===== src/rtl/div3_bcd_counter_if.sv =====
// Bus bundle for div3_bcd_counter: divider enable, control strobes, BCD load value and status pulses.
`timescale 1ns/1ps

interface div3_bcd_counter_if;
  logic       fdclk;
  logic       c_up;
  logic       clr;
  logic       load;
  logic [7:0] ld_val;
  logic [7:0] cnt;
  logic       tick;
  logic       wrap;
  logic       ld_err;

  modport master (
    output fdclk, c_up, clr, load, ld_val,
    input  cnt, tick, wrap, ld_err
  );

  modport slave (
    input  fdclk, c_up, clr, load, ld_val,
    output cnt, tick, wrap, ld_err
  );
endinterface


===== src/rtl/div3_bcd_counter.sv =====
// Modulo-60 BCD up/down counter stepped by the rising edge of a divide-by-3 enable.
// Optional macro DIV3_CNT_SAT_EN: saturate at 59/00 instead of wrapping.
`timescale 1ns/1ps

module div3_bcd_counter (
  input  logic                  clk,
  input  logic                  rst_b,
  div3_bcd_counter_if.slave     bus
);

  logic       fdclk_q_reg;
  logic       step;
  logic [3:0] units_reg, units_next;
  logic [3:0] tens_reg, tens_next;
  logic       tick_reg, tick_next;
  logic       wrap_reg, wrap_next;
  logic       ld_err_reg, ld_err_next;

  logic [1:0] digit_ok;
  logic       ld_ok;
  logic [3:0] adj_units, adj_tens;
  logic       adj_wrap;

  assign step = bus.fdclk & ~fdclk_q_reg;

  // Digit 0 (units) may reach 9, digit 1 (tens) only 5.
  generate
    for (genvar gi = 0; gi < 2; gi++) begin : g_digit_chk
      localparam logic [3:0] DIGIT_MAX = (gi == 0) ? 4'd9 : 4'd5;
      assign digit_ok[gi] = (bus.ld_val[gi*4 +: 4] <= DIGIT_MAX);
    end
  endgenerate

  assign ld_ok = &digit_ok;

  // Candidate value one step away in the requested direction, with boundary flag.
  always_comb begin
    adj_units = units_reg;
    adj_tens  = tens_reg;
    adj_wrap  = 1'b0;
    if (bus.c_up) begin
      if (units_reg >= 4'd9) begin
        adj_units = 4'd0;
        if (tens_reg >= 4'd5) begin
          adj_tens = 4'd0;
          adj_wrap = 1'b1;
        end else begin
          adj_tens = tens_reg + 4'd1;
        end
      end else begin
        adj_units = units_reg + 4'd1;
      end
    end else begin
      if (units_reg == 4'd0) begin
        adj_units = 4'd9;
        if (tens_reg == 4'd0) begin
          adj_tens = 4'd5;
          adj_wrap = 1'b1;
        end else begin
          adj_tens = tens_reg - 4'd1;
        end
      end else begin
        adj_units = units_reg - 4'd1;
      end
    end
  end

  // clr beats load beats step; losers are dropped, not queued.
  always_comb begin
    units_next  = units_reg;
    tens_next   = tens_reg;
    tick_next   = 1'b0;
    wrap_next   = 1'b0;
    ld_err_next = 1'b0;
    if (bus.clr) begin
      units_next = 4'd0;
      tens_next  = 4'd0;
    end else if (bus.load) begin
      if (ld_ok) begin
        tens_next  = bus.ld_val[7:4];
        units_next = bus.ld_val[3:0];
      end else begin
        ld_err_next = 1'b1;
      end
    end else if (step) begin
      wrap_next = adj_wrap;
`ifdef DIV3_CNT_SAT_EN
      if (!adj_wrap) begin
        units_next = adj_units;
        tens_next  = adj_tens;
        tick_next  = 1'b1;
      end
`else
      units_next = adj_units;
      tens_next  = adj_tens;
      tick_next  = 1'b1;
`endif
    end
  end

  // fdclk_q resets high to mirror the divider, suppressing a step on the first edge.
  always_ff @(posedge clk or negedge rst_b) begin
    if (!rst_b) begin
      fdclk_q_reg <= 1'b1;
      units_reg   <= 4'd0;
      tens_reg    <= 4'd0;
      tick_reg    <= 1'b0;
      wrap_reg    <= 1'b0;
      ld_err_reg  <= 1'b0;
    end else begin
      fdclk_q_reg <= bus.fdclk;
      units_reg   <= units_next;
      tens_reg    <= tens_next;
      tick_reg    <= tick_next;
      wrap_reg    <= wrap_next;
      ld_err_reg  <= ld_err_next;
    end
  end

  assign bus.cnt    = {tens_reg, units_reg};
  assign bus.tick   = tick_reg;
  assign bus.wrap   = wrap_reg;
  assign bus.ld_err = ld_err_reg;

endmodule


===== src/flat_wrapper.sv =====
// flat-port wrapper written by rule: the top's interface ports become plain ports
module div3_bcd_counter_flat 
  (clk, rst_b, bus_fdclk, bus_c_up, bus_clr, bus_load, bus_ld_val, bus_cnt, bus_tick, bus_wrap, bus_ld_err);
  div3_bcd_counter_if bus_i ();
  input  logic clk;
  input  logic rst_b;
  input wire logic [$bits(bus_i.fdclk)-1:0] bus_fdclk;
  input wire logic [$bits(bus_i.c_up)-1:0] bus_c_up;
  input wire logic [$bits(bus_i.clr)-1:0] bus_clr;
  input wire logic [$bits(bus_i.load)-1:0] bus_load;
  input wire logic [$bits(bus_i.ld_val)-1:0] bus_ld_val;
  output wire logic [$bits(bus_i.cnt)-1:0] bus_cnt;
  output wire logic [$bits(bus_i.tick)-1:0] bus_tick;
  output wire logic [$bits(bus_i.wrap)-1:0] bus_wrap;
  output wire logic [$bits(bus_i.ld_err)-1:0] bus_ld_err;
  assign bus_i.fdclk = bus_fdclk;
  assign bus_i.c_up = bus_c_up;
  assign bus_i.clr = bus_clr;
  assign bus_i.load = bus_load;
  assign bus_i.ld_val = bus_ld_val;
  assign bus_cnt = bus_i.cnt;
  assign bus_tick = bus_i.tick;
  assign bus_wrap = bus_i.wrap;
  assign bus_ld_err = bus_i.ld_err;
  div3_bcd_counter u_core (.clk(clk), .rst_b(rst_b), .bus(bus_i));
endmodule

===== config.mk =====
export PLATFORM = sky130hd
export DESIGN_NAME = div3_bcd_counter_flat
export DESIGN_NICKNAME = d
export VERILOG_FILES = /design/src/rtl/div3_bcd_counter_if.sv /design/src/rtl/div3_bcd_counter.sv /design/src/flat_wrapper.sv
export SDC_FILE = /design/constraint.sdc
export NUM_CORES = 1
export LEC_CHECK = 0
export ABC_AREA = 1
export CORE_MARGIN = 2
export CORE_UTILIZATION = 49
export CTS_CLUSTER_DIAMETER = 60
export DETAILED_ROUTE_END_ITERATION = 7
export GPL_TIMING_DRIVEN = 1
export HOLD_SLACK_MARGIN = 0.03
export PLACE_DENSITY = 0.78
export SETUP_SLACK_MARGIN = 0.5
export SLEW_MARGIN = 15
export SYNTH_ARGS = -nofsm -noshare
export SYNTH_HDL_FRONTEND = slang
export SYNTH_SLANG_ARGS = --single-unit

===== constraint.sdc =====
create_clock -name clk -period 1.76 [get_ports clk]
set_input_delay 0.264 -clock clk [delete_from_list [all_inputs] [get_ports clk]]
set_output_delay 0.264 -clock clk [all_outputs]
set_load 0.005 [all_outputs]

# == Yosys cells after proc, flatten, opt, wreduce, memory -nomap -nowiden ==
# Index checks and enable logic that the tools add are counted.
# word_totals
in_bits,14
output_inout_bits,11
elab_cells,55
regBits,12
# op_classes
n_addsub,4
magnitude_cmp,4
n_mux,30
n_bitwise,2
eq_ne,2
reduce_logical,7
# ops
cell,n
4-bit 2-to-1 mux,16
1-bit 2-to-1 mux,14
4-bit by 1-bit adder with 4-bit output (second input constant),2
4-bit zero test,2
4-bit by 1-bit subtractor with 4-bit output (second input constant),2
4-bit by 3-bit >= comparator with 1-bit output (second input constant),1
4-bit >= comparator (second input constant),1
4-bit by 3-bit less-or-equal comparator with 1-bit output (second input constant),1
4-bit less-or-equal comparator (second input constant),1
4-bit by 1-bit != test with 1-bit output (second input constant),1
2-bit AND reduction,2
4-bit AND reduction,1
4-bit nonzero test,1
3-bit by 2-bit != test with 1-bit output (second input constant),1
3-bit nonzero test,1
1-bit AND,1
1-bit inverter,1

# == Depth between registers and ports, before layout ==
# depth
ltp_word,7
mapped_depth,11

# == Worst setup path after synthesis ==
# OpenSTA, ideal clock, no wires.
# synth_path
path_kind,flip-flop to flip-flop
from,reg u_core.units_reg[0]
to,reg u_core.tens_reg[3]
t_arrival_ps,1329
path_stages_with_launch,11
path_slack_ps,318
required_ps,1647
period_less_slack_ps,1442
cell_sequence,dfrtp_1 > inv_1 > ha_1 > nand3_1 > nand2_1 > nand3_1 > nand2_1 > nor2_4 > nand2_1 > nand2_1 > inv_1
# synth_via
elab_chain_cells,3
word_cells_on_any_way,5
classes_between,order compare: 1; eq/ne: 1; reduce/logical: 3
# synth_rtl
item,line,source
start: declaration,div3_bcd_counter.sv:13,"logic [3:0] units_reg, units_next;"
start signal: assignment,div3_bcd_counter.sv:112,units_reg <= units_next;
4-bit >= comparator or 4-bit zero test (tied branches),"div3_bcd_counter.sv:42, div3_bcd_counter.sv:54",
4-bit by 1-bit != test with 1-bit output (no line) or 4-bit nonzero test (tied branches),--,
4-bit AND reduction (no line) *,--,
end signal: assignment,div3_bcd_counter.sv:113,tens_reg <= tens_next;
end: declaration,div3_bcd_counter.sv:14,"logic [3:0] tens_reg, tens_next;"
# Every way passes the cells marked *; elsewhere a longest branch is shown, timed or not.
# A chain may end at the register's enable or synchronous reset.

# == Worst setup path in the final report ==
# layout_path
from,reg u_core.tens_reg[0]
to,"reg u_core.wrap_reg, in the netlist u_core.bus.wrap"
# layout_via
elab_chain_cells,7
word_cells_on_any_way,10
classes_between,order compare: 1; mux: 8; reduce/logical: 1
# layout_rtl
item,line,source
4-bit by 3-bit >= comparator with 1-bit output or 4-bit zero test (tied branches),"div3_bcd_counter.sv:44, div3_bcd_counter.sv:56",
"1-bit 2-to-1 mux, on equally long branches","div3_bcd_counter.sv:44, div3_bcd_counter.sv:56",
"1-bit 2-to-1 mux, on equally long branches","div3_bcd_counter.sv:42, div3_bcd_counter.sv:54",
1-bit 2-to-1 mux *,div3_bcd_counter.sv:41,if (bus.c_up) begin
1-bit 2-to-1 mux *,div3_bcd_counter.sv:85,end else if (step) begin
1-bit 2-to-1 mux *,div3_bcd_counter.sv:78,end else if (bus.load) begin
1-bit 2-to-1 mux *,div3_bcd_counter.sv:75,if (bus.clr) begin
net u_core.wrap_next,div3_bcd_counter.sv:16,"logic wrap_reg, wrap_next;"
end signal: assignment,div3_bcd_counter.sv:115,wrap_reg <= wrap_next;
end: declaration,div3_bcd_counter.sv:16,
# The timed path passes the listed nets; every way through them passes the cells marked *.

==> summary.md <==
| Metric | Value |
|---|---|
| Hold WC Path Type | `input port to async pin` |
| Clock H-tree levels | `1` |
| HPWL Detailed | `2005 µm` |
| Crit. End Element | `flop` |
| Initial DRC count | `56` |
| Largest net degree at the start of global routing | `13` |
| CP top delay family | `simple AND/OR/NAND/NOR gates` |
| Count leader, synth | `nand2_1` |
| Worst R2R Path Depth | `9` |
| CTS root buf | `clkbuf_4` |
| Count of cell types in the netlist | `20` |
| GR Layer Usage met3 | `0.03274` |
| Critical Path AT | `1.58 ns` |
| Total of fill cells in the finished design | `111` |
| Unrepaired setup endpoints after global routing | `true` |
| Vias in the first global route | `1158` |
| Syn nets | `181` |
| Synth top area share | `0.2628` |
| Overall power | `0.001291 W` |
| Area of the core | `1982 µm²` |
| Mux cell area share after synthesis | `0` |
| Max stage delay on crit path | `0.43 ns` |
| Detailed-route DRC error count | `0` |
| Synth async-reset ratio | `1.000` |
| GRT Overall Usage | `0.2571` |
| Area growth syn-to-layout | `60.81%` |
| Critical Path Slowest Stage Cell | `dfrtp_2` |
| Die height | `50.23 µm` |
| Xor and xnor area share after synthesis | `0.01673` |
| Mapped Cells | `159` |
| Global-route wire length before repair | `4995 µm` |
| CP bufs+invs | `2` |
| Final Util | `0.8497` |
| Routability cong. | `0.9199` |
| WP data required | `1.93 ns` |
| Post-synthesis register bit count | `12` |
| Port Buffer Count | `24` |
| Cell accounting for the most synthesized area | `dfrtp_1` |
| Clk_skew | `0.004425 ns` |
| Via Count | `1221` |
| Clock sink count | `12` |
| Final hold slack | `0.3462 ns` |
| Routed len/inst | `13.40 µm` |
| Worst-Margin Slew | `0.5541 ns` |
| Endpoints failing hold | `0` |
| Clk_lat worst skew | `0.27 ns` |
| Clk buf depth | `2` |
| Power density cells | `766.5 nW/µm²` |
| Total wire length | `3095 µm` |
| Max Fclk | `709.2 MHz` |
| Post-synth EDFFs | `0` |
| Post-synthesis sequential area ratio | `0.2879` |
| Ports | `25` |
| Area contributors post-synth | `dfrtp_1 26%, nand2_1 17%, ha_1 9.6%` |
| Ys flop type | `dfrtp_1` |
| Starting Density | `0.5284` |
| Row count | `16` |
| Detailed Routing Iterations Pass 1 | `4` |
| Tcrit/Tclk final | `0.8011` |
| Number of hold buffers added after cts | `0` |
| Max-slew violations | `0` |
| Simple logic cell fraction of the synthesized area | `0.4385` |
| Overflow after GRT | `0` |
| Compound-Gate Fraction of Synth Area | `0.07407` |
| Levels on crit path | `9` |
| CTS tree | `done` |
| Max-capacitance violation count | `0` |
| Met1 usage | `0.3302` |
| Grt peak-use layer | `met2` |
| Antenna violations before repair | `0` |
| Share of layout cells above drive strength 1 | `0.3627` |
| Avg Synthesized Cell Area | `6.587 µm²` |
| Critical path class | `flop to flop` |
| M2 GR Usage | `0.4430` |
| Vias per cell | `5.286` |
| Warnings from Yosys | `0` |
| DRT antenna net count | `0` |
| Post-synth top cells | `48 x nand2_1, 24 x nor2_1, 19 x inv_1` |
| CP Cell Sequence | `inv_4, ha_4, inv_1, nand2_1, nand3_2, nand2_2, nor2_1, a21oi_1, nor3_1` |
| Die area | `2523 µm²` |
| CP Launch Type | `flop` |
| Diode count | `0` |
| Post-Synth Adder-Cell Area | `0.09558` |
| Leak | `0.8507 nW` |
| Final Critical Period | `1.410 ns` |
| Peak VDD IR | `0.7721 mV` |
| Die Width | `50.23 µm` |
| Setup TNS | `0 ns` |
| Outcome | `finished, final reports clean` |
| CP Max Fanout | `5` |
| # setup viols final | `0` |
| Largest family of logic cells by synthesized area | `simple AND/OR/NAND/NOR gates` |
| Synth Cell Area | `1047 µm²` |
| Total CTS buffers | `3` |
| Final #Nets | `227` |
| Clock transition at path regs | `0.08 ns` |
| Worst slew margin | `0.6294` |
metal layers:
metal	part of all wire	up-vias
li1	-	593
met1	0.43	571
met2	0.51	51
met3	0.056	6
met4	0.012	0
met5	0	-
through the flow:
stage	setup slack (ns)	cells	instance area, µm²
floorplan	0.4481	159	1086
global placement	0.1520	209	1355
detailed placement	0.1018	209	1355
CTS	0.3605	231	1629
global route	0.2474	231	1684
finish	0.3500	231	1684
placed cells by master, fill, tap and decap left out, drive strengths merged, types with 2 or more instances in the layout:
| master | count |
|---|---|
| clkdlybuf4s15 | 2 |
| ha | 8 |
| dfrtp | 11 |
| a21oi | 8 |
| clkbuf | 4 |
| dlymetal6s2s | 2 |
| xor2 | 2 |
| buf | 19 |
| dlygate4sd2 | 10 |
| nand3 | 18 |
| nor2 | 27 |
| nand4 | 4 |
| clkdlybuf4s50 | 10 |
| nand2 | 52 |
| inv | 21 |
| o21ai | 3 |
power breakdown:
| group | switching [W] | total, W | internal [W] |
|---|---|---|---|
| registers | 0.0000393 | 0.000356 | 0.000317 |
| clock network | 0.0000898 | 0.000215 | 0.000126 |
| logic | 0.000388 | 0.000720 | 0.000332 |
what timing repair did:
item,4_1_cts,5_1_grt
cloned,0,0
endpoints found under the setup margin,20,14
setup buffers,18,0
resized for setup,46,16
pin swaps,19,14
logic make-up (layout without fill, tap and decap cells):
group	count (synthesis)	count (layout)
xor gates and xnor gates	2	2
and+or+nand+nor	102	102
DFF	12	12
adders and majority gates	8	8
buffers and inverters	23	68
AOI/OAI and AO/OA	12	12
final timing paths:
| check | startpoint | endpoint | slack [ns] |
|---|---|---|---|
| worst max-delay path | u_core.tens_reg[0] | u_core.bus.wrap | 0.35 |
| worst min-delay path | rst_b | u_core.bus.ld_err | 0.35 |
| worst max register to register | u_core.tens_reg[0] | u_core.bus.wrap | 0.35 |
| worst min register to register | u_core.tens_reg[2] | u_core.tens_reg[2] | 0.64 |
| max in group asynchronous | rst_b | u_core.tens_reg[0] | 1.01 |
| min in group clk | bus_fdclk | u_core.fdclk_q_reg | 0.42 |
final cells by class:
class                      count  area (µm²)  area share
clock buffer                   4       36.28     0.02155
timing repair buffer          43       382.9      0.2273
sequential                    12       310.3      0.1842
tap                           27       33.78     0.02006
inverter                      21       91.34     0.05423
multi-input combinational    124       829.5      0.4926
(Power assumes the default switching activity.)
